File: src/rtl/ndi_seq_ctrl.sv
// Sequencing controller for the normalized-difference index datapath.
// Time-shares one restoring divider across pairs (A,C) then (B,D) and
// presents M/N on a valid/ready output.
// Optional build macro NDI_EARLY_OUT_EN: pairs with d==0 or s==0 skip the
// divider and finish their phase in one edge. Results match either way.
module ndi_seq_ctrl #(
  parameter int unsigned ZERO_DEN_CODE = 8,
  parameter int unsigned SAT_MAX       = 15
) (
  input  logic        clk,
  input  logic        rst,
  input  logic        in_valid,
  output logic        in_ready,
  input  logic [15:0] in_data,
  output logic        out_valid,
  input  logic        out_ready,
  output logic [3:0]  out_m,
  output logic [3:0]  out_n,
  output logic [1:0]  out_zden,
  output logic        busy
);

  localparam logic [3:0] ZdCode = 4'(ZERO_DEN_CODE);
  localparam logic [3:0] SatMax = 4'(SAT_MAX);

  typedef enum logic [1:0] {StIdle, StDivAc, StDivBd, StOut} state_e;

  state_e      state_q, state_d;
  logic [3:0]  a_q, b_q, c_q, d_q;
  logic        cap;
  logic [2:0]  cnt_q, cnt_d;
  logic [4:0]  rem_q, rem_d;
  logic [6:0]  quo_q, quo_d;
  logic [3:0]  m_q, m_d, n_q, n_d;
  logic [1:0]  zden_q, zden_d;

  logic [3:0]  x_cur, y_cur;
  logic [4:0]  s_cur;
  logic [5:0]  trial, diff;
  logic        ge;
  logic [4:0]  rem_step;
  logic [6:0]  quo_step;
  logic        early, last;
  logic [3:0]  res;

  // |x-y| * 8 as the 7-bit dividend.
  function automatic logic [6:0] dividend(input logic [3:0] x, input logic [3:0] y);
    logic [3:0] ad;
    ad = (x >= y) ? (x - y) : (y - x);
    return {ad, 3'b000};
  endfunction

  // Final 4-bit code from the pair and its quotient (quotient never exceeds 8).
  function automatic logic [3:0] pair_result(input logic [3:0] x, input logic [3:0] y,
                                             input logic [3:0] q);
    logic [4:0] s;
    logic [4:0] r;
    s = {1'b0, x} + {1'b0, y};
    if (s == 5'd0) return ZdCode;
    if (x == y) return 4'd8;
    r = (x > y) ? (5'd8 + {1'b0, q}) : (5'd8 - {1'b0, q});
    if (r > {1'b0, SatMax}) r = {1'b0, SatMax};
    return r[3:0];
  endfunction

  // Current pair operands and one restoring-division step.
  always_comb begin
    x_cur    = (state_q == StDivBd) ? b_q : a_q;
    y_cur    = (state_q == StDivBd) ? d_q : c_q;
    s_cur    = {1'b0, x_cur} + {1'b0, y_cur};
    trial    = {rem_q, quo_q[6]};
    diff     = trial - {1'b0, s_cur};
    ge       = (trial >= {1'b0, s_cur});
    rem_step = ge ? diff[4:0] : trial[4:0];
    quo_step = {quo_q[5:0], ge};
`ifdef NDI_EARLY_OUT_EN
    early    = (x_cur == y_cur);
`else
    early    = 1'b0;
`endif
    last     = (cnt_q == 3'd6) || early;
    res      = pair_result(x_cur, y_cur, quo_step[3:0]);
  end

  // Next-state and datapath sequencing.
  always_comb begin
    state_d = state_q;
    cnt_d   = cnt_q;
    rem_d   = rem_q;
    quo_d   = quo_q;
    m_d     = m_q;
    n_d     = n_q;
    zden_d  = zden_q;
    cap     = 1'b0;
    unique case (state_q)
      StIdle: begin
        if (in_valid) begin
          cap     = 1'b1;
          state_d = StDivAc;
          cnt_d   = 3'd0;
          rem_d   = 5'd0;
          quo_d   = dividend(in_data[15:12], in_data[7:4]);
        end
      end
      StDivAc: begin
        rem_d = rem_step;
        quo_d = quo_step;
        cnt_d = cnt_q + 3'd1;
        if (last) begin
          m_d       = res;
          zden_d[0] = (s_cur == 5'd0);
          state_d   = StDivBd;
          cnt_d     = 3'd0;
          rem_d     = 5'd0;
          quo_d     = dividend(b_q, d_q);
        end
      end
      StDivBd: begin
        rem_d = rem_step;
        quo_d = quo_step;
        cnt_d = cnt_q + 3'd1;
        if (last) begin
          n_d       = res;
          zden_d[1] = (s_cur == 5'd0);
          state_d   = StOut;
          cnt_d     = 3'd0;
        end
      end
      StOut: begin
        if (out_ready) state_d = StIdle;
      end
      default: state_d = StIdle;
    endcase
  end

  // State, divider and result registers.
  always_ff @(posedge clk or posedge rst) begin
    if (rst) begin
      state_q <= StIdle;
      cnt_q   <= 3'd0;
      rem_q   <= 5'd0;
      quo_q   <= 7'd0;
      m_q     <= 4'd0;
      n_q     <= 4'd0;
      zden_q  <= 2'b00;
    end else begin
      state_q <= state_d;
      cnt_q   <= cnt_d;
      rem_q   <= rem_d;
      quo_q   <= quo_d;
      m_q     <= m_d;
      n_q     <= n_d;
      zden_q  <= zden_d;
    end
  end

  // Sample capture on the accepting edge.
  always_ff @(posedge clk or posedge rst) begin
    if (rst) begin
      a_q <= 4'd0;
      b_q <= 4'd0;
      c_q <= 4'd0;
      d_q <= 4'd0;
    end else if (cap) begin
      a_q <= in_data[15:12];
      b_q <= in_data[11:8];
      c_q <= in_data[7:4];
      d_q <= in_data[3:0];
    end
  end

  assign in_ready  = (state_q == StIdle);
  assign busy      = (state_q != StIdle);
  assign out_valid = (state_q == StOut);
  assign out_m     = m_q;
  assign out_n     = n_q;
  assign out_zden  = zden_q;

endmodule

File: config.mk
export PLATFORM = sky130hd
export DESIGN_NAME = ndi_seq_ctrl
export DESIGN_NICKNAME = d
export VERILOG_FILES = /design/src/rtl/ndi_seq_ctrl.sv
export SDC_FILE = /design/constraint.sdc
export NUM_CORES = 1
export LEC_CHECK = 0
export CAP_MARGIN = 20
export CORE_ASPECT_RATIO = 0.7
export CORE_MARGIN = 3
export CORE_UTILIZATION = 38
export CTS_BUF_LIST = sky130_fd_sc_hd__clkbuf_8
export DETAILED_ROUTE_END_ITERATION = 16
export PLACE_DENSITY = 0.54
export SLEW_MARGIN = 10
export SYNTH_ARGS = -nofsm -noshare
export SYNTH_HDL_FRONTEND = slang
export SYNTH_SLANG_ARGS = --single-unit
File: constraint.sdc
create_clock -name clk -period 10.75 [get_ports clk]
set_clock_uncertainty 0.2 [all_clocks]
set_input_delay 3.225 -clock clk [delete_from_list [all_inputs] [get_ports clk]]
set_output_delay 3.225 -clock clk [all_outputs]
set_load 0.02 [all_outputs]
# Word level (Yosys, flattened, before mapping)
# Cells that the tools add are included.
# Widths: inputs -> output; s select.
# classes
addsub,9
order_cmp,5
n_eq_ne,9
muxes,30
n_reduce_logical,11
# op_table
operator,n
$mux 4,9
$pmux 7 s3,1
$mux 5,4
$sub 4x4->4,4
$pmux 5 s3,1
$mux 7,2
$ge 4x4->1,2
$mux 2,4
$pmux 2 s4,1
$reduce_and 2->1,4
$ge 6x5->1,1
$mux 3,2
$ne 2x2->1 const B,3
$pmux 3 s2,1
$add 4x4->5,1
$add 4x4->5 const A,1
$gt 5x4->1 const B,1
$logic_not 5->1,1
$mux 1,5
$sub 4x4->5 const A,1
$sub 5x5->5,1
$eq 2x2->1 const B,2
$eq 4x4->1,1
$gt 4x4->1,1
other kinds (9),10
# totals
reg_bits,43
in_bits,20
output_inout_bits,13
wordCells,76

# Logic depth before layout (Yosys ltp)
# Gate-level depths: netlist (run 1).
# depth
depth_word,10
depth_mapped,20
mapped_depth_nobuf,16

# Least setup slack after synthesis (run 1)
# OpenSTA, ideal clock, no wires.
# synth_timing
path_type,input to register
from,input port in_data[12]
to,register quo_q[6]
arrival_time_ns,4.664
setup_slack_ns,5.760
path_stages,8
n_path_buf,0
path_cell_list,inv_1 -> ha_1 -> fa_1 -> a21boi_0 -> nor4b_1 -> o21bai_1 -> a31oi_1 -> o32a_1
# synth_via
elab_chain_len,4
# synth_rtl
element,line,rtl
"start, declared",14,"input logic [15:0] in_data,"
$sub 4x4->4 / $ge 4x4->1 (equally long branches),49,ad = (x >= y) ? (x - y) : (y - x);
$mux 4 (*),49,
$mux 7 (*),97,if (in_valid) begin
$pmux 7 s3 (*),95,unique case (state_q)
"end signal, assigned",150,quo_q <= quo_d;
"end, declared",33,"logic [6:0] quo_q, quo_d;"
# Mark *: on every way between the ends. The rest lies on a longest branch, timed or not. The select of a mux whose other input is x is not followed.
# A chain may end at the register's enable or synchronous reset.

# Worst setup path after layout (run 1)
# Same ends and word-level chain as after synthesis.

==> results of run 1 <==
==> sequential cells by signal, summed over array words and instances (netlist names) <==
register,cells
a_q,4
state_q,2
b_q,4
quo_q,7
d_q,4
out_zden,2
rem_q,5
out_m,4
cnt_q,3
out_n,4
c_q,4
==> cell usage in the layout, fill, tap and decap left out, types with 3 or more instances in the layout <==
master	count
and3_1	3
nand3_1	7
nand3b_1	3
nor3_1	3
o31ai_1	3
mux2_2	20
nor2b_1	3
o21ai_1	3
inv_1	35
clkdlybuf4s50_1	32
o21ai_0	27
dfrtp_1	43
clkbuf_8	5
ha_1	32
nor2_1	14
o22ai_1	4
fa_1	6
nand2_1	44
xnor2_1	5
a21oi_1	23
a31oi_1	3
mux2i_1	4
nand2b_1	7
==> cell type report <==
type                       count  area share, %
tap                          101           3.44
timing repair buffer          33           8.93
sequential                    43           29.3
inverter                      35           3.58
clock inverter                 3           1.74
clock buffer                   5           1.87
multi-input combinational    253           51.1
==> kinds of logic after synthesis <==
| logic type | Yosys count | synth area share (%) |
|---|---|---|
| flops | 43 | 34.3 |
| buf+inv | 46 | 5.98 |
| fa+ha+maj | 41 | 17.6 |
| compound gates | 89 | 17.7 |
| simple gates | 92 | 13.8 |
| mux | 24 | 8.45 |
| xor+xnor | 7 | 2.19 |
==> layer usage <==
layer  global-route usage, %  vias up  part of all wire (%)
met3                    3.53        8                   4.3
met1                    24.2     1144                    55
met4                    4.27        0                   1.1
met5                       0        -                     0
met2                    23.2       47                    40
li1                        -     1235                     -
==> worst max-delay path by stage <==
stage	start	end	cells past startpoint
6_report	in_data[12]	quo_q[6]	9
5_1_grt	state_q[0]	out_n[3]	16
4_1_cts	state_q[0]	out_n[3]	16
3_5_place_dp	in_data[12]	quo_q[6]	9
3_3_place_gp	in_data[12]	quo_q[6]	9
2_1_floorplan	in_data[12]	quo_q[6]	8
==> worst max-delay path, stage by stage <==
cell and delay, ps:
clkdlybuf4s50_1 470, inv_1 60, ha_1 200, fa_1 410, a21boi_0 260, nor4b_1 90, o21bai_1 140, a31oi_1 100
o32a_1 360
==> stage by stage <==
step                hold slack (ps)  cells
global placement                264    465
floorplan                       246    342
finish                          282    473
detailed placement              271    465
global route                    318    473
CTS                             290    473
==> results by group, run 1 <==
Placement
  • Dpl ws: 5090 ps
  • Final GP Congestion: 0.803
  • Detailed Place HPWL: 5410 um
  • DP Area: 3540 um^2
  • Port bufs: 32

Yosys
  • Top-area cell type share of the netlist area: 34.3%
  • EDFF count, synth: 0
  • Async S/R FF share, synth: 100%
  • Area of the mapped netlist: 3140 um^2
  • Post-Syn Instances: 342
  • Sequential element share of the synthesized area: 34.3%
  • Post-synthesis area per instance: 9.18 um^2
  • Yosys reg bits: 43
  • Post-synth cell types: 55
  • Dominant cell by count in the synthesized netlist: nand2_1
  • Post-synth top area cell: dfrtp_1
  • Top FF cell, synth: dfrtp_1
  • Top cells by count, synth: 44 x nand2_1, 43 x dfrtp_1, 35 x inv_1
  • Ranking of synthesized cells by area: dfrtp_1 34%, ha_1 13%, mux2_2 7.2%
  • Syn Nets: 400
  • Yosys Warn Count: 0

CTS
  • # hold bufs at CTS: 0
  • Clock sinks: 43
  • TritonCTS clock tree: yes
  • Worst-Skew Late Latency: 310 ps
  • H-tree depth: 2
  • Post-CTS Setup Repair Bufs: 0
  • Root Buffer: clkbuf_8
  • Clk slew on worst S/H paths: 80 ps
  • Bufs on Longest Clock Path: 2
  • CTS resizes: 0
  • Inserted Clock Buffers: 5

Detailed routing
  • Final WL: 6940 um
  • Via count: 2434
  • Vias per std cell: 5.15
  • Drt first pass iters: 4
  • Iter 0 DRT Violations: 163
  • Avg WL per Cell: 14.7 um
  • Routed Antenna Nets: 0
  • Drt drc: 0

Cells and area
  • Final non-filler cell area: 3670 um^2
  • Area delta synth->final: 16.9%
  • Register area: 1080 um^2
  • Final core utilization: 46.2%
  • Share of cells above drive strength 1: 9.41%
  • Area of the multi-input gates: 1880 um^2
  • Nets: 429
  • Fill cells: 765
  • Diode count: 0

GRT
  • Vias in the first global route: 2356
  • Largest net degree at the start of global routing: 44
  • Gr ovfl total: 0
  • First-pass GRT wire length: 11900 um
  • All-Layer GR Usage: 16.1%
  • Initial antenna violation count: 0

Setup path
  • Critical path fanouts, max: 3
  • Reg2reg end: out_n[3]
  • Data arrival, critical path: 5330 ps
  • CP Class: primary input to flip-flop
  • Worst R2R Start: state_q[0]
  • R2r setup slk: 5460 ps
  • Critical Path RT: 10740 ps
  • R2R depth: 16
  • CP endpoint kind: flip-flop
  • Startpoint types: primary input

STA
  • Tightest Pin Transition: 788 ps
  • RSZ-0062 raised after global routing: no
  • # setup viols final: 0
  • Setup slack after layout: 5420 ps
  • Peak Freq: 187 MHz
  • Pins over their slew limit: 0
  • Tmin final: 5330 ps
  • Final worst-path cycle share: 49.6%
  • Slew HR: 47.3%
  • Setup TNS: 0 ps
  • Fin. Hold Viols: 0

Floorplan
  • IO Pins: 33
  • Die Area: 9410 um^2
  • Initial Utilization: 39.6%
  • Core Area: 7940 um^2
  • Std cell rows: 27
  • Die Width: 115 um
  • Chip Height: 82.1 um

Hold path
  • Worst min-delay path category: flip-flop to flip-flop
  • Hold endpoint: a_q[1]
  • Startpoint of the worst hold path: a_q[1]
  • Hold Crit Depth: 2

Status
  • Status: finished, final reports clean

Run
  • Maxcap violations: 0
Power of run 1 is left out: the tool's default activity adds up to more than one toggle a clock period on the data nets, which glitch-free logic cannot reach.
==> run 2, diff against run 1 <==
clock period = 5.35 ns   (was 10.75 ns; I/O delays follow)
==> results by group, run 2 (synthesized netlist as in run 1, its figures left out) <==
Cells and area
  • Most frequent cells in the layout: 44 x nand2_1, 43 x dfrtp_1, 34 x inv_1, 32 x ha_1, 32 x clkdlybuf4s50_1
  • Commonest non-fill, non-tap cell in the layout: nand2_1
  • Largest reg by FF count: quo_q
  • Largest registers: quo_q: 7 flops, rem_q: 5 flops
  • Register area: 1080 um^2 (unchanged)
  • Nets: 431 (+0.47%)
  • Share of cells above drive strength 1: 10.2% (+0.75 points)
  • Area delta synth->final: 16.0%
  • Fill cells: 762 (-0.39%)
  • Area of the multi-input gates: 1880 um^2 (unchanged)
  • Final non-filler cell area: 3640 um^2 (-0.78%)
  • Max FFs per register: 7 (unchanged)
  • Diode count: 0 (unchanged)

Hold path
  • Startpoint of the worst hold path: out_n[0]
  • Worst min-delay path category: flip-flop to flip-flop

STA
  • # setup viols final: 0 (unchanged)
  • Setup TNS: 0 ps (unchanged)
  • Tmin final: 4820 ps
  • Slew HR: 47.8% (+0.47 points)
  • Final worst-path cycle share: 90.0%
  • Fin. Hold Viols: 0 (unchanged)
  • Peak Freq: 208 MHz
  • Tightest Pin Transition: 781 ps (-6.99 ps)
  • RSZ-0062 raised after global routing: no
  • Pins over their slew limit: 0 (unchanged)

Setup path
  • WP buf/inv: 1 (-1)
  • Critical path fanouts, max: 16 (+13)
  • Most frequent CP cell: ha_1
  • Startpoint types: flip-flop
  • Data arrival, critical path: 4770 ps (-560 ps)
  • Max incr delay on CP: 580 ps (+110 ps)
  • CP Launch Point: state_q[0]
  • CP Class: flip-flop to flip-flop
  • Crit path max-delay family: adder cells
  • Critical Path RT: 5300 ps (-5440 ps)
  • Worst path slowest cell: ha_1
  • CP Cell Sequence: inv_1 > ha_1 > mux2_2 > ha_1 > fa_1 > a21o_2 > a21oi_1 > ha_1 > a211o_1 > o21ba_1 > ha_1 > nand2_1 > nor2_1 > o2111ai_1 > o31ai_2 > a41oi_1
  • Worst R2R Start: state_q[0]
  • CP endpoint kind: flip-flop

Detailed routing
  • Vias per std cell: 5.17 (+0.48%)
  • Routed Antenna Nets: 0 (unchanged)
  • Final WL: 6880 um (-0.82%)
  • Drt drc: 0 (unchanged)
  • Drt first pass iters: 4 (unchanged)
  • Iter 0 DRT Violations: 220 (+35%)
  • Avg WL per Cell: 14.5 um (-1.2%)
  • Via count: 2456 (+0.90%)

Run
  • Maxcap violations: 0 (unchanged)

CTS
  • # hold bufs at CTS: 0 (unchanged)
  • Worst-Skew Late Latency: 310 ps (about the same)
  • Clk slew on worst S/H paths: 100 ps (+20 ps)
  • Root Buffer: clkbuf_8
  • Post-CTS Setup Repair Bufs: 0 (unchanged)
  • H-tree depth: 2 (unchanged)
  • Bufs on Longest Clock Path: 2 (unchanged)
  • Clock sinks: 43 (unchanged)
  • Inserted Clock Buffers: 5 (unchanged)
  • CTS resizes: 0 (unchanged)
  • TritonCTS clock tree: yes

Floorplan
  • Chip Height: 82.1 um (unchanged)
  • Core Area: 7940 um^2 (unchanged)
  • Std cell rows: 27 (unchanged)
  • Die Area: 9410 um^2 (unchanged)
  • Initial Utilization: 39.6% (unchanged)
  • IO Pins: 33 (unchanged)
  • Die Width: 115 um (unchanged)

GRT
  • Largest net degree at the start of global routing: 44 (unchanged)
  • Vias in the first global route: 2354 (-0.085%)
  • Initial antenna violation count: 0 (unchanged)
  • All-Layer GR Usage: 16.2% (+0.11 points)
  • Gr ovfl total: 0 (unchanged)
  • First-pass GRT wire length: 11800 um (-0.24%)

Placement
  • DP Area: 3550 um^2 (+0.42%)
  • Final GP Congestion: 0.811 (+1.0%)
  • Detailed Place HPWL: 5410 um (about the same)
  • Port bufs: 32 (unchanged)

Status
  • Status: finished, final reports clean
## run 2: worst reg2reg max path, delay by kind of cell (launching register included)
kind | cells | cell delay (ps)
AND/OR/NAND/NOR | 2 | 280
flip-flops | 1 | 430
buffers and inverters | 1 | 120
adder cells (fa/ha/maj) | 5 | 1780
AO/OA/AOI/OAI | 7 | 1430
multiplexers | 1 | 420
## run 2: through the flow
stage	util, %	hold slack [ps]	setup WS, ps	std cells
global route	45.9	311	308	475
CTS	45.9	293	573	475
finish	45.9	287	535	475
global placement	44.8	265	784	467
detailed placement	44.8	270	588	467
floorplan	-	246	743	342
## run 2: path summary, 6_finish.rpt
| path | end | slack, ps | depth (start not counted) |
|---|---|---|---|
| min in group asynchronous | rem_q[4] | 1530 | 3 |
| setup / recovery | out_n[3] | 530 | 16 |
| hold reg to reg | out_n[0] | 290 | 2 |
| hold / removal | out_n[0] | 290 | 2 |
| max in group asynchronous | state_q[0] | 3020 | 3 |
| setup reg to reg | out_n[3] | 530 | 16 |
## run 2: per-layer routing
| metal | up-vias | share of wire [%] | track usage, % |
|---|---|---|---|
| met4 | 0 | 1.2 | 4.74 |
| met5 | - | 0 | 0 |
| met2 | 56 | 40 | 23.7 |
| met3 | 8 | 5.3 | 3.68 |
| met1 | 1146 | 54 | 23.9 |
| li1 | 1246 | - | - |
## run 2: layout make-up
class / instances / area share (%)
repair buffers: 35 / 9.41
flip-flops and latches: 43 / 29.5
inverters: 35 / 3.61
clock buffers: 5 / 1.89
multi-input cells: 253 / 51.5
clock inverters: 3 / 0.550
well taps: 101 / 3.47
Power of run 2 is left out for the same reason.
